**src/rtl/change_monitor_fifo.sv**
```systemverilog
// Watches a bus every clock, time-stamps each value change (or a baseline on
// enable rising) and queues {time, value, mask} records in a FWFT FIFO.
module change_monitor_fifo #(
    parameter int WIDTH     = 16,
    parameter int TS_WIDTH  = 32,
    parameter int DEPTH     = 8,
    parameter int CNT_WIDTH = 8
) (
    input  logic                       clk,
    input  logic                       rst_n,
    input  logic                       enable,
    input  logic [WIDTH-1:0]           watch_in,
    output logic                       out_valid,
    input  logic                       out_ready,
    output logic [WIDTH-1:0]           out_value,
    output logic [WIDTH-1:0]           out_mask,
    output logic [TS_WIDTH-1:0]        out_time,
    output logic [$clog2(DEPTH):0]     level,
    output logic                       overflow,
    output logic [CNT_WIDTH-1:0]       drop_cnt,
    input  logic                       clr_overflow
);

    localparam int AW = $clog2(DEPTH);
    localparam logic [AW:0] FULL_LEVEL = (AW + 1)'(DEPTH);
    localparam logic [CNT_WIDTH-1:0] CNT_MAX = '1;

    // Consumer handshake: the head record transfers on a rising edge where
    // out_valid && out_ready; out_* stay stable while out_valid && !out_ready.

    logic [TS_WIDTH-1:0] ts;
    logic [WIDTH-1:0]    prev;
    logic                armed;

    logic [WIDTH-1:0]    val_mem  [DEPTH];
    logic [WIDTH-1:0]    mask_mem [DEPTH];
    logic [TS_WIDTH-1:0] time_mem [DEPTH];
    logic [AW-1:0]       wr_ptr;
    logic [AW-1:0]       rd_ptr;
    logic [AW:0]         level_q;

    logic                baseline;
    logic                change;
    logic                push_req;
    logic                pop;
    logic                push_ok;
    logic                drop;
    logic [WIDTH-1:0]    rec_mask;

    always_comb begin
        baseline = enable && !armed;
        // Case inequality so X/Z transitions are recorded in simulation.
        change   = enable && armed && (watch_in !== prev);
        push_req = baseline || change;
        rec_mask = baseline ? '1 : (watch_in ^ prev);
        pop      = (level_q != '0) && out_ready;
        push_ok  = push_req && ((level_q != FULL_LEVEL) || pop);
        drop     = push_req && !push_ok;
    end

    always_ff @(posedge clk or negedge rst_n) begin
        if (!rst_n) begin
            ts    <= '0;
            prev  <= '0;
            armed <= 1'b0;
        end else begin
            ts    <= ts + TS_WIDTH'(1);
            prev  <= watch_in;
            armed <= enable;
        end
    end

    always_ff @(posedge clk or negedge rst_n) begin
        if (!rst_n) begin
            wr_ptr  <= '0;
            rd_ptr  <= '0;
            level_q <= '0;
            for (int i = 0; i < DEPTH; i++) begin
                val_mem[i]  <= '0;
                mask_mem[i] <= '0;
                time_mem[i] <= '0;
            end
        end else begin
            if (push_ok) begin
                val_mem[wr_ptr]  <= watch_in;
                mask_mem[wr_ptr] <= rec_mask;
                time_mem[wr_ptr] <= ts;
                wr_ptr           <= wr_ptr + AW'(1);
            end
            if (pop) begin
                rd_ptr <= rd_ptr + AW'(1);
            end
            case ({push_ok, pop})
                2'b10:   level_q <= level_q + (AW + 1)'(1);
                2'b01:   level_q <= level_q - (AW + 1)'(1);
                default: level_q <= level_q;
            endcase
        end
    end

    // A drop on the same edge as a clear wins, restarting the count at one.
    always_ff @(posedge clk or negedge rst_n) begin
        if (!rst_n) begin
            overflow <= 1'b0;
            drop_cnt <= '0;
        end else if (drop) begin
            overflow <= 1'b1;
            if (clr_overflow) begin
                drop_cnt <= CNT_WIDTH'(1);
            end else if (drop_cnt != CNT_MAX) begin
                drop_cnt <= drop_cnt + CNT_WIDTH'(1);
            end
        end else if (clr_overflow) begin
            overflow <= 1'b0;
            drop_cnt <= '0;
        end
    end

    assign out_valid = (level_q != '0);
    assign out_value = val_mem[rd_ptr];
    assign out_mask  = mask_mem[rd_ptr];
    assign out_time  = time_mem[rd_ptr];
    assign level     = level_q;

endmodule

```
**config.mk**
```make
export PLATFORM = sky130hd
export DESIGN_NAME = change_monitor_fifo
export DESIGN_NICKNAME = d
export VERILOG_FILES = /design/src/rtl/change_monitor_fifo.sv
export SDC_FILE = /design/constraint.sdc
export NUM_CORES = 1
export LEC_CHECK = 0
export ABC_AREA = 1
export CORE_ASPECT_RATIO = 0.6
export CORE_UTILIZATION = 48
export DETAILED_ROUTE_END_ITERATION = 10
export GPL_TIMING_DRIVEN = 1
export PLACE_DENSITY = 0.67
export RECOVER_POWER = 50
export SLEW_MARGIN = 20
export SYNTH_ARGS = -nofsm -noshare
export SYNTH_HDL_FRONTEND = slang
export SYNTH_SLANG_ARGS = --single-unit
```
**constraint.sdc**
```tcl
create_clock -name clk -period 2.4 [get_ports clk]
set_clock_uncertainty 0.1 [all_clocks]
set_input_delay 0.6 -clock clk [delete_from_list [all_inputs] [get_ports clk]]
set_output_delay 0.6 -clock clk [all_outputs]
set_load 0.1 [all_outputs]
```
==> impl_metrics.toml <==
[outcome]
status = "finished with violations"
violations = "negative setup slack"

[run]
maxCapViolCount = 0

[power_and_ir_drop]
peakVddDrop_mv = 2.09
power_density_nw_per_um2 = 1660
total_power_mw = 62.5
p_leak_nw = 18.3

[cells_and_area]
drive_gt1_share_pct = 22.6
num_antenna_cells = 0
final_area_sq_um = 37700
synthToLayoutAreaGrowth_pct = 37.8
nets = 3717

[route]
drcViolationCount = 0
wirelength_um = 109000
wl_per_cell_um = 24.2
antenna_left = 0
drt_iter0_markers = 4472
vias = 27500
routed_via_density = 6.13
dr.pass1.iters = 6

[synth]
synth_edf_count = 0
seq_area_frac_synth_pct = 53.0
syn_area_per_cell_sq_um = 7.93
synth_cells = 3453
synth_cell_type_count = 30
synth_common_cells = "nand2_1 (1021), dfrtp_1 (580), nor2_1 (491)"
synth_top_area_share_pct = 53.0
yosysTopAreaCell = "dfrtp_1"
synth_ff_type = "dfrtp_1"
async_reset_ff_share_pct = 100
synth_nets = 3481
ys_ff_latch = 580
synthTopCellsByArea = "dfrtp_1 (53%), nand2_1 (14%), nand3_1 (8.0%)"
yosysWarnings = 0
synth_most_common_cell = "nand2_1"
syn-cell-area_sq_um = 27400

[floorplanning]
core-area_sq_um = 56100
start_util_pct = 48.8
rows = 67
die_width_um = 310
chipHeight_um = 187
io_pins = 99
die-area_sq_um = 58100

[sta]
post-route-period-util_pct = 131
fin_setup_tns_ns = -86.32
slew_viol_final = 0
rsz0062_at_grt = "yes"
max_freq_mhz = 317
slew_headroom_pct = 23.1
fin_ws_ns = -0.754
hold_violations = 0
min_period_ns = 3.15
setup_violations = 563
worstMarginPinSlew_ns = 1.15

[worst_hold_path]
min_path_type = "primary input to flop"

[setup_path]
worst_ep_arrival_time_ns = 2.45
slowest_stage = "dfrtp_4"
cp_top_family = "compound AO/OA/AOI/OAI gates"
crit_path_max_fanout = 16
endpoint_kind = "primary output"
start_kind = "flop"
worstPathRequired_ns = 1.70
crit_chain = "clkinv_8 -> buf_8 -> o21ai_0 -> o22ai_1 -> nor2_1 -> a31oi_4 -> buf_12"
crit_type = "flop to primary output"
crit_buf_inv = 3
reg2reg_slack_ns = -0.26
crit_path_max_incr_delay_ns = 0.56

[placed_design]
routabilityCongestion = 0.884
port_buffers = 98
hpwlAfterDp_um = 53600
place_ws_ns = -0.905
placed_area_sq_um = 32300

[clock_network]
clockBufferDepth = 3
cts_made_buffers = 54
cts_tree = "done"
htree_levels = 2
clockRootBuffer = "clkbuf_16"
cts_sinks = 580
clkTransAtPathRegs_ns = 0.07
clkLatencyLatePin_ns = 0.63

[grt]
overflow = 0
grt_pass1_wl_um = 142000
track_usage_pct = 30.9
antenna_found_initial = 3
grt_max_degree = 69
grt_pass1_vias = 25000
==> path summary, 6_finish.rpt <==
kind	startpoint	to	cells after the start
max	rd_ptr[1]	out_value[0]	7
min	watch_in[11]	prev[11]	1
min reg2reg	mask_mem[77]	mask_mem[77]	2
max in group asynchronous	rst_n	time_mem[148]	4
max reg2reg	ts[1]	ts[29]	9
min in group asynchronous	rst_n	mask_mem[94]	2
==> flip-flops by register name (all words and copies together) (netlist names) <==
register and count:
prev 16, rd_ptr 3, drop_cnt 8, armed 1, mask_mem 128, wr_ptr 3
ts 32, time_mem 256, val_mem 128, overflow 1, level 4
==> where the power goes <==
group | total (mW) | internal (mW) | switching, mW
sequential | 13.9 | 12.3 | 1.64
combinational | 39.1 | 14.4 | 24.7
clock | 9.46 | 5.43 | 4.03
==> cells in the final DEF (no fill, tap or decap), types with 32 or more instances in the layout <==
cell,netlist,routed
xor2_1,37,32
buf_4,32,166
o21ai_0,366,184
buf_6,17,37
a31oi_4,0,65
nor2_2,0,74
o21ai_2,0,46
nor2_1,491,387
inv_1,52,45
nand3_1,437,432
buf_12,0,131
dfrtp_1,580,572
o21ai_1,0,136
o22ai_1,64,35
clkbuf_16,0,113
nand2_1,1021,981
==> repair_timing <==
item	CTS	global route
gates cloned	5	81
setup endpoints to repair	588	589
pin swaps	14	129
buffers inserted	3	40
hold buffers	1	0
endpoints found under the hold margin	25	0
gates resized for setup	61	468
==> layer usage <==
metal	part of all wire, %	vias to the layer above	GRT usage [%]	wire length, um
met5	0.11	-	0	124
met4	3.6	4	7.75	3960
met3	15	335	5.60	16600
met2	42	2138	45.9	45800
met1	39	13300	46.5	42200
li1	-	11800	-	-
==> final cells by class <==
| type | count | area, sq um |
|---|---|---|
| clock inverter | 26 | 340 |
| multi-input combinational | 2533 | 13300 |
| timing repair inverter | 1 | 16.3 |
| tap | 759 | 950 |
| fill | 4129 | 18300 |
| timing repair buffer | 462 | 6730 |
| inverter | 57 | 263 |
| clock buffer | 74 | 1570 |
| sequential | 580 | 14500 |
==> cell families after synthesis <==
kind of cell | share of synthesized area (%)
adders and majority gates | 0.347
AOI/OAI and AO/OA | 9.65
and+or+nand+nor | 29.4
buffers and inverters | 5.97
xor gates and xnor gates | 1.60
DFF | 53.0
==> per-stage QoR <==
stage,util [%],hold WS [ns],cells
2_1_floorplan,-,0.204,3453
3_3_place_gp,57.5,0.348,4265
3_5_place_dp,57.5,0.353,4265
4_1_cts,61.5,0.364,4374
5_1_grt,67.3,0.209,4492
6_report,67.3,0.195,4492
No activity file was read; power rests on OpenSTA's default activity.
